**config.mk**
```make
export PLATFORM = sky130hd
export DESIGN_NAME = pdm_decimator
export DESIGN_NICKNAME = d
export VERILOG_FILES = /design/src/rtl/synth_pkg.sv /design/src/rtl/cic_comb.sv /design/src/rtl/pdm_decimator.sv
export SDC_FILE = /design/constraint.sdc
export NUM_CORES = 1
export LEC_CHECK = 0
export CAP_MARGIN = 20
export CORE_MARGIN = 5
export CORE_UTILIZATION = 58
export CTS_BUF_LIST = sky130_fd_sc_hd__clkbuf_16
export CTS_CLUSTER_SIZE = 40
export DETAILED_ROUTE_END_ITERATION = 10
export PLACE_DENSITY = 0.85
export SYNTH_ARGS = -nofsm -noshare
export SYNTH_HDL_FRONTEND = slang
export SYNTH_SLANG_ARGS = --single-unit
```
**constraint.sdc**
```tcl
create_clock -name clk -period 6 [get_ports clk]
set_input_delay 1.2 -clock clk [delete_from_list [all_inputs] [get_ports clk]]
set_output_delay 1.2 -clock clk [all_outputs]
set_load 0.1 [all_outputs]
```
**src/rtl/synth_pkg.sv**
```systemverilog
// synth_pkg: shared sample-path constants and types for the dac/decimator pair.
package synth_pkg;
   localparam int SAMPLE_W  = 16;
   localparam int DEC_LOG2  = 9;
   localparam int CIC_ORDER = 3;
   typedef logic [15:0] sample_t;
endpackage

```
**src/rtl/cic_comb.sv**
```systemverilog
// cic_comb: one CIC comb stage, y = x - x[previous decimated sample].
module cic_comb
   import synth_pkg::*;
#(
   parameter int ACC_W = CIC_ORDER*DEC_LOG2 + 1
) (
   input  logic             clk,
   input  logic             rstn,
   input  logic             ce,
   input  logic [ACC_W-1:0] x,
   output logic [ACC_W-1:0] y
);
   logic [ACC_W-1:0] r_d;
   always_ff @(posedge clk)
      if (!rstn) r_d <= '0;
      else if (ce) r_d <= x;
   assign y = x - r_d;
endmodule

```
**src/rtl/pdm_decimator.sv**
```systemverilog
// pdm_decimator: CIC decimator turning the 1-bit PDM stream back into PCM samples.
// Define PDM_DEC_OVF_EN to add the sticky saturation flag output ovf.
module pdm_decimator
   import synth_pkg::*;
#(
   parameter int ORDER  = CIC_ORDER,
   parameter int LOG2_R = DEC_LOG2,
   parameter int OUT_W  = SAMPLE_W
) (
   input  logic             clk,
   input  logic             rstn,
   input  logic             en,
   input  logic             din,
   output logic [OUT_W-1:0] dout,
   output logic             dout_valid
`ifdef PDM_DEC_OVF_EN
   ,
   output logic             ovf
`endif
);
   localparam int ACC_W = ORDER*LOG2_R + 1;
   localparam int SHIFT = ORDER*LOG2_R - OUT_W;
   logic [ACC_W-1:0]  r_integ [ORDER];
   logic [ACC_W-1:0]  w_x [ORDER+1];
   logic [LOG2_R-1:0] r_cnt;
   logic              r_dec;
   logic [OUT_W:0]    w_y;
   logic              w_sat;
   // Integrators update from pre-edge values, so the chain is pipelined.
   always_ff @(posedge clk)
      if (!rstn) begin
         for (int i = 0; i < ORDER; i++) r_integ[i] <= '0;
         r_cnt <= '0;
         r_dec <= 1'b0;
      end else begin
         r_dec <= en && (r_cnt == '1);
         if (en) begin
            r_integ[0] <= r_integ[0] + ACC_W'(din);
            for (int i = 1; i < ORDER; i++) r_integ[i] <= r_integ[i] + r_integ[i-1];
            r_cnt <= r_cnt + 1'b1;
         end
      end
   assign w_x[0] = r_integ[ORDER-1];
   for (genvar k = 0; k < ORDER; k++) begin : g_comb
      cic_comb #(.ACC_W(ACC_W)) u_comb (
         .clk  (clk),
         .rstn (rstn),
         .ce   (r_dec),
         .x    (w_x[k]),
         .y    (w_x[k+1])
      );
   end
   assign w_y   = (OUT_W+1)'(w_x[ORDER] >> SHIFT);
   assign w_sat = w_y[OUT_W];
   always_ff @(posedge clk)
      if (!rstn) begin
         dout       <= '0;
         dout_valid <= 1'b0;
      end else begin
         dout_valid <= r_dec;
         if (r_dec) dout <= w_sat ? '1 : w_y[OUT_W-1:0];
      end
`ifdef PDM_DEC_OVF_EN
   always_ff @(posedge clk)
      if (!rstn) ovf <= 1'b0;
      else if (r_dec && w_sat) ovf <= 1'b1;
`endif
endmodule

```
==> results.tsv, run 1 <==
stage	metric	value	unit
timing	setup_viol	16	
timing	rsz0062_at_grt	yes	
global_route	vias_in_the_first_global_route	10700	
status	run_status	finished, violations left	
floorplanning	floorplan.core_area	23500	µm²
global_route	global_route.peak_usage_layer	met2	
critical_path	worst_ep_required_time	6.30	ns
floorplanning	die_ar	27100	µm²
clock_network	clock_tree.buffer_depth	2	
critical_path	critical_path_class	flop to flop	
yosys	synth_area	13900	µm²
yosys	postSynth.asyncResetShare	0	%
timing	slew-limit-headroom	35.0	%
floorplanning	core.rowCount	56	
timing	fin_setup_tns	-2.97	ns
finish	layout-area-overhead-vs-synth	13.1	%
global_route	grt.met3_usage	3.19	%
route	via_count	10900	
timing	min_tclk_post_route	6.20	ns
timing	timing_worst_slew_pin_value	0.972	ns
critical_path	rrSetupSlack	-0.20	ns
timing	fin_ws	-0.198	ns
status	failed_checks	negative setup slack	
global_route	overall_track_demand_over_capacity_in_global_routing	21.1	%
floorplanning	die_height	165	µm
finish	fin_util	66.8	%
global_route	grt_start_max_net_pins	122	
pwr	powerDensity	373	nW/µm²
floorplanning	die_width	165	µm
pwr	vdd_drop_max	0.384	mV
clock_network	clk_latency	0.45	ns
yosys	netlist_instances	1513	
critical_path	r2r.worst_path.cells	33	
global_route	grt_antenna_before_repair	0	
pwr	fin_total_pwr	5.85	mW
yosys	number_of_enable_type_register_cells_in_the_synthesized_netlist	84	
floorplanning	floorplan.initialDensity	59.0	%
clock_network	number_of_clock_sinks	195	
critical_path	worstSetupStartpointType	flop	
route	firstDrtPassIters	5	
route	drt.antenna.violating_nets	0	
timing	period_share	103	%
yosys	ys_ff_latch	195	
yosys	cell_taking_the_most_area_after_synthesis	sky130_fd_sc_hd__edfxtp_1	
floorplanning	num_io_pins	21	
global_route	global_route.usage.met2	38.8	%
timing	fmax	161	MHz
placement	gpl.final_weighted_congestion	0.947	
critical_path	critical_path.max_fanout	8	
critical_path	timing.critical_path.slowest_stage_cell	sky130_fd_sc_hd__edfxtp_1	
min_path	min-delay-path-class	flop to flop	
clock_network	cts-root-buf	sky130_fd_sc_hd__clkbuf_16	
route	drc	0	
clock_network	cts_hold_buffers	0	
pwr	power.leakage	6.23	nW
yosys	prevailing_post_synth_register_cell	sky130_fd_sc_hd__dfxtp_1	
yosys	yosys-top-cells-area	sky130_fd_sc_hd__edfxtp_1 (18%), sky130_fd_sc_hd__dfxtp_1 (16%), sky130_fd_sc_hd__ha_1 (12%), sky130_fd_sc_hd__mux2i_1 (5.6%), sky130_fd_sc_hd__xnor2_1 (4.9%)	
finish	fillerInstances	1739	
yosys	yosysWarningCount	0	
yosys	synth.net_count	1659	
critical_path	critical-path-max-stage-delay	0.39	ns
finish	fin_nets	1736	
route	drt_initial_violations	651	
route	avgRoutedWirePerCell	14.6	µm
timing	slew_violations	0	
placement	dpl.hpwl	19600	µm
global_route	grt.overflow.total	0	
clock_network	cts_made_buffers	17	
clock_network	h-tree-depth	4	
yosys	synthDistinctLibCells	73	
timing	finalHoldViolCount	0	
yosys	yosysSeqAreaShare	34.2	%
clock_network	worst_setup_hold_path_clk_slew	0.08	ns
finish	num_antenna_cells	0	
global_route	global_route.usage.met1	25.6	%
timing	setup_skew_after_layout	0.0108	ns
route	finalWirelength	28000	µm
finish	fraction_of_final_layout_cells_sized_beyond_drive_strength_1	10.0	%
min_path	min_path_cells	1	
timing	hold_slack	0.491	ns
yosys	synthDominantCellAreaShare	18.2	%
route	vias_per_cell	5.66	
global_route	grt_first_pass_wirelength	48000	µm
clock_network	clock_tree_from_tritoncts	yes	
placement	port_buffers	20	
critical_path	worstSetupEndpointType	flop	
critical_path	critical_path_arrival	6.50	ns
yosys	syn_area_per_cell	9.16	µm²
job	drv_cap	0	
## worst paths after layout
kind                      startpoint                       to
min          g_comb[2].u_comb.r_d[1]  g_comb[2].u_comb.r_d[1]
max                   r_integ[0][56]                  dout[8]
min reg2reg  g_comb[2].u_comb.r_d[1]  g_comb[2].u_comb.r_d[1]
max reg2reg           r_integ[0][56]                  dout[8]
## sequential cells by signal (all words and copies together), names as in the netlist
signal and flops:
r_integ 84, r_cnt 9, g_comb.u_comb.r_d 84, dout 16
dout_valid 1, r_dec 1
## cell usage in the layout (no fill, tap or decap), types with 14 or more instances in the layout
master / n
sky130_fd_sc_hd__nand2_1: 59
sky130_fd_sc_hd__nor2b_1: 92
sky130_fd_sc_hd__xor2_1: 50
sky130_fd_sc_hd__o21ai_0: 65
sky130_fd_sc_hd__dfxtp_1: 110
sky130_fd_sc_hd__a21o_1: 53
sky130_fd_sc_hd__a31oi_1: 15
sky130_fd_sc_hd__and3_1: 22
sky130_fd_sc_hd__a21oi_1: 94
sky130_fd_sc_hd__inv_1: 121
sky130_fd_sc_hd__buf_4: 71
sky130_fd_sc_hd__edfxtp_1: 84
sky130_fd_sc_hd__a211oi_1: 14
sky130_fd_sc_hd__nand4_1: 15
sky130_fd_sc_hd__nand3_1: 32
sky130_fd_sc_hd__clkbuf_16: 17
sky130_fd_sc_hd__ha_1: 136
sky130_fd_sc_hd__o21bai_1: 21
sky130_fd_sc_hd__clkdlybuf4s50_1: 19
sky130_fd_sc_hd__o21a_1: 14
sky130_fd_sc_hd__nand2b_1: 15
sky130_fd_sc_hd__mux2i_1: 77
sky130_fd_sc_hd__nor2_1: 142
sky130_fd_sc_hd__xnor2_1: 75
sky130_fd_sc_hd__nor3_1: 18
## power breakdown
group | total, mW | switching [mW] | leakage, nW | internal, mW
sequential | 1.50 | 0.0530 | 1.82 | 1.44
combinational | 3.15 | 1.65 | 4.10 | 1.50
clock | 1.20 | 0.616 | 0.309 | 0.585
total | 5.85 | 2.32 | 6.23 | 3.53
## timing repair
action	4_1_cts	5_1_grt
setup buffers	10	5
pin swaps	16	11
endpoints found under the setup margin	16	16
gates cloned	1	0
gates resized for setup	6	4
## area by class of cell
class	count	area, µm²	area share, %
clock inverters	15	214	1.37
inverters	122	458	2.92
flip-flops and latches	195	4750	30.3
clock buffers	17	425	2.72
well taps	319	399	2.55
repair buffers	94	788	5.03
multi-input cells	1160	8640	55.1
## Yosys cell counts, drive strengths merged (4+ instances only)
cell	n
a211o	4
a211oi	15
a21boi	8
a21o	53
a21oi	104
a22o	5
a31oi	26
and2	13
and3	23
buf	9
clkbuf	28
dfxtp	111
edfxtp	84
fa	4
ha	138
inv	122
mux2i	77
nand2	60
nand2b	16
nand3	32
nand4	15
nor2	142
nor2b	92
nor3	19
nor3b	6
o211a	5
o211ai	4
o21a	15
o21ai	71
o21bai	21
o31a	4
o31ai	6
or2	4
or3	9
xnor2	79
xor2	50
## layer usage
metal	share of wire, %	wire length [µm]	vias up
met4	1.3	371	0
met5	0	0	-
met2	52	14500	176
met1	44	12400	5126
li1	-	-	5536
met3	2.8	772	31
## through the flow
step | cells | area [µm²] | worst slack, ns
floorplan | 1513 | 13900 | -0.0160
global placement | 1874 | 14800 | -0.130
detailed placement | 1874 | 14800 | -0.313
CTS | 1917 | 15600 | -0.227
global route | 1922 | 15700 | -0.585
finish | 1922 | 15700 | -0.198
## kinds of logic (layout without fill, tap and decap cells)
kind of cell,Yosys count,count (layout),synth area share [%]
mux,79,79,5.72
buf+inv,159,248,4.39
flops,195,195,34.2
xor+xnor,130,131,8.46
fa+ha+maj,142,142,13.0
simple gates,438,438,15.9
compound gates,370,370,18.3
## worst max-delay path, delay by kind of cell (launching register included)
kind | cells | cell delay [ns]
buffers and inverters | 3 | 0.25
and+or+nand+nor | 7 | 0.98
xor gates and xnor gates | 3 | 0.40
adders and majority gates | 4 | 1.02
AOI/OAI and AO/OA | 16 | 3.01
DFF | 1 | 0.39
(Power assumes the default switching activity.)
==> run 2: changes to the inputs <==
PLACE_DENSITY = default   (was 0.85)
PLACE_DENSITY_LB_ADDON = 0.05   (was default)
SLEW_MARGIN = 10   (was default)
==> run 2 against run 1 <==
Net effect: the run still ends with negative setup slack left; routed wire length down 6.9%; maximum frequency up 0.10%; cell count up 0.31%; worst hold slack worse by 0.0047 ns; cell area down 0.44%; sequential share of layout area up 0.13 points; critical path depth unchanged; first-iteration DRC count down 30%; non-clock buffer count up 6; register-to-register slack about the same; critical path type unchanged; critical endpoint is now dout[11].
==> results.tsv, run 2 (synthesized netlist as in run 1, its figures left out) <==
stage	metric	value	unit	change
floorplanning	die_width	165	µm	unchanged
route	vias_per_cell	5.40		-4.5%
min_path	min_path_cells	1		unchanged
min_path	min-delay-path-class	flop to flop		
placement	gpl.final_weighted_congestion	0.881		-7.0%
floorplanning	floorplan.initialDensity	59.0	%	unchanged
timing	slew_violations	0		unchanged
clock_network	clk_latency	0.45	ns	about the same
finish	fin_area	15600	µm²	-0.44%
timing	timing_worst_slew_pin_value	0.982	ns	+0.0101 ns
clock_network	worst_setup_hold_path_clk_slew	0.08	ns	about the same
placement	port_buffers	20		unchanged
finish	fillerInstances	1946		+12%
global_route	grt_antenna_before_repair	0		unchanged
timing	fin_setup_tns	-2.92	ns	+0.0485 ns
timing	slew-limit-headroom	34.3	%	-0.68 points
global_route	overall_track_demand_over_capacity_in_global_routing	20.0	%	-1.0 points
pwr	p_seq_share	26.4	%	+0.8 points
status	failed_checks	negative setup slack		
placement	dp_slack	-0.307	ns	+0.00687 ns
finish	final_common_cell	sky130_fd_sc_hd__nor2_1		
floorplanning	floorplan.core_area	23500	µm²	unchanged
pwr	powerDensity	364	nW/µm²	-2.5%
placement	placement.cell_area	14900	µm²	+0.64%
timing	fmax	162	MHz	+0.10%
critical_path	worstSetupStartpointType	flop		
global_route	global_route.peak_usage_layer	met2		
critical_path	rr_startpoint	r_integ[0][56]		
route	finalWirelength	26100	µm	-6.9%
route	drc	0		unchanged
critical_path	cp-startpoint	r_integ[0][56]		
route	drt_initial_violations	458		-30%
route	firstDrtPassIters	5		unchanged
global_route	grt.met3_usage	2.99	%	-0.20 points
clock_network	h-tree-depth	4		unchanged
pwr	power.leakage	6.21	nW	-0.24%
timing	setup_viol	16		unchanged
route	drt.antenna.violating_nets	0		unchanged
finish	reg_top3	g_comb.u_comb.r_d (84), r_integ (84), dout (16)		
finish	layout.cells.most_common_list	sky130_fd_sc_hd__nor2_1 (142), sky130_fd_sc_hd__ha_1 (136), sky130_fd_sc_hd__inv_1 (122)		
finish	layout-area-overhead-vs-synth	12.6	%	
critical_path	worst_ep_required_time	6.28	ns	-0.02 ns
finish	fin_nets	1742		+0.35%
placement	place.detailed.instances	1890		+0.85%
timing	setup_skew_after_layout	0.0204	ns	+0.00957 ns
critical_path	critical_path_class	flop to flop		
floorplanning	die_ar	27100	µm²	unchanged
placement	dpl.hpwl	19300	µm	-1.8%
clock_network	cts_made_buffers	17		unchanged
critical_path	critical_path.max_fanout	8		unchanged
pwr	power.share.switching	38.6	%	-0.99 points
pwr	fin_total_pwr	5.68	mW	-3.0%
timing	finalHoldViolCount	0		unchanged
clock_network	clock_tree_from_tritoncts	yes		
clock_network	number_of_clock_sinks	195		unchanged
pwr	netSwitchingPower	2.19	mW	-5.4%
timing	period_share	103	%	-0.10 points
critical_path	r2r.worst_path.cells	33		unchanged
floorplanning	core.rowCount	56		unchanged
timing	rsz0062_at_grt	yes		
global_route	vias_in_the_first_global_route	10200		-5.2%
global_route	grt.overflow.total	0		unchanged
route	avgRoutedWirePerCell	13.5	µm	-7.2%
pwr	power.combinational.fraction	54.1	%	+0.2 points
timing	fin_ws	-0.192	ns	+0.00624 ns
pwr	vdd_drop_max	0.409	mV	+6.5%
pwr	power.share.clock	19.5	%	-1.0 points
global_route	grt_first_pass_wirelength	45500	µm	-5.1%
critical_path	rrSetupSlack	-0.19	ns	about the same
status	run_status	finished, violations left		
critical_path	worstSetupEndpointType	flop		
clock_network	cts-root-buf	sky130_fd_sc_hd__clkbuf_16		
floorplanning	die_height	165	µm	unchanged
global_route	grt_start_max_net_pins	86		-30%
pwr	internal-power	3.48	mW	-1.4%
critical_path	regToRegEndpoint	dout[11]		
finish	num_antenna_cells	0		unchanged
timing	hold_slack	0.486	ns	-0.00466 ns
critical_path	endpoint	dout[11]		
global_route	global_route.usage.met1	25.9	%	+0.30 points
floorplanning	num_io_pins	21		unchanged
clock_network	clock_tree.buffer_depth	2		unchanged
job	drv_cap	0		unchanged
critical_path	critical_path_arrival	6.47	ns	-0.03 ns
route	via_count	10400		-4.2%
finish	fraction_of_final_layout_cells_sized_beyond_drive_strength_1	10.0	%	-0.037 points
finish	finalNonFillerCells	1928		+0.31%
global_route	global_route.usage.met2	35.5	%	-3.3 points
finish	fin_util	66.5	%	-0.29 points
critical_path	timing.critical_path.slowest_stage_cell	sky130_fd_sc_hd__edfxtp_1		
timing	min_tclk_post_route	6.19	ns	-0.00624 ns
clock_network	cts_hold_buffers	0		unchanged
critical_path	critical-path-max-stage-delay	0.38	ns	about the same
## run 2: changes by cell type in the layout (fill, tap and decap cells not counted), sizes merged
cell    before  now
inv        131  130
buf         75   81
clkinv       6    7
## run 2: routing by layer
layer | share of wire (%) | wire, µm
met4 | 0.96 | 250
met2 | 48 | 12600
met1 | 48 | 12600
met3 | 2.6 | 665
met5 | 0 | 0
## run 2: worst max-delay path, delay by kind of cell (launching register included)
family | cells | cell delay, ns
AO/OA/AOI/OAI | 16 | 2.94
AND/OR/NAND/NOR | 7 | 1.01
XOR/XNOR | 3 | 0.45
flip-flops | 1 | 0.38
buffers and inverters | 3 | 0.25
adder cells (fa/ha/maj) | 4 | 0.98
## run 2: area by class of cell
type / instances / area (µm²) / area share [%]
clock inverter: 15 / 145 / 0.930
inverter: 122 / 458 / 2.94
clock buffer: 17 / 425 / 2.73
timing repair buffer: 100 / 828 / 5.31
tap: 319 / 399 / 2.56
multi-input combinational: 1160 / 8600 / 55.1
sequential: 195 / 4750 / 30.4
## run 2: how the worst min path moves through the flow
stage | startpoint | endpoint | slack, ns
after detailed placement | g_comb[2].u_comb.r_d[1] | g_comb[2].u_comb.r_d[1] | 0.47
after global placement | g_comb[2].u_comb.r_d[1] | g_comb[2].u_comb.r_d[1] | 0.46
final | g_comb[2].u_comb.r_d[1] | g_comb[2].u_comb.r_d[1] | 0.49
after global routing | g_comb[1].u_comb.r_d[2] | g_comb[1].u_comb.r_d[2] | 0.51
after floorplan | g_comb[2].u_comb.r_d[1] | g_comb[2].u_comb.r_d[1] | 0.45
after CTS | g_comb[2].u_comb.r_d[1] | g_comb[2].u_comb.r_d[1] | 0.49
## run 2: power by group through the flow
stage / clock network (mW) / registers [mW] / logic [mW]
after floorplan: 0 / 1.51 / 2.19
after global placement: 0 / 1.53 / 2.84
after detailed placement: 0 / 1.53 / 2.88
after CTS: 1.14 / 1.50 / 3.00
after global routing: 1.19 / 1.51 / 3.42
final: 1.11 / 1.50 / 3.07
## run 2: timing repair
action                                  in CTS  in global routing
pin swaps                                    6                 15
endpoints found under the hold margin        0                  0
endpoints found under the setup margin      16                 16
resized for setup                            4                  3
buffers inserted                             0                  4
gates cloned                                 1                  0
==> run 3: changes to the inputs <==
==> constraint.sdc (replaced) <==
create_clock -name clk -period 6 [get_ports clk]
set_input_delay 1.2 -clock clk [delete_from_list [all_inputs] [get_ports clk]]
set_output_delay 1.2 -clock clk [all_outputs]
set_load 0.005 [all_outputs]
==> results of run 3 <==
The final DEF is identical to that of run 2. Status: finished, violations left: negative setup slack.
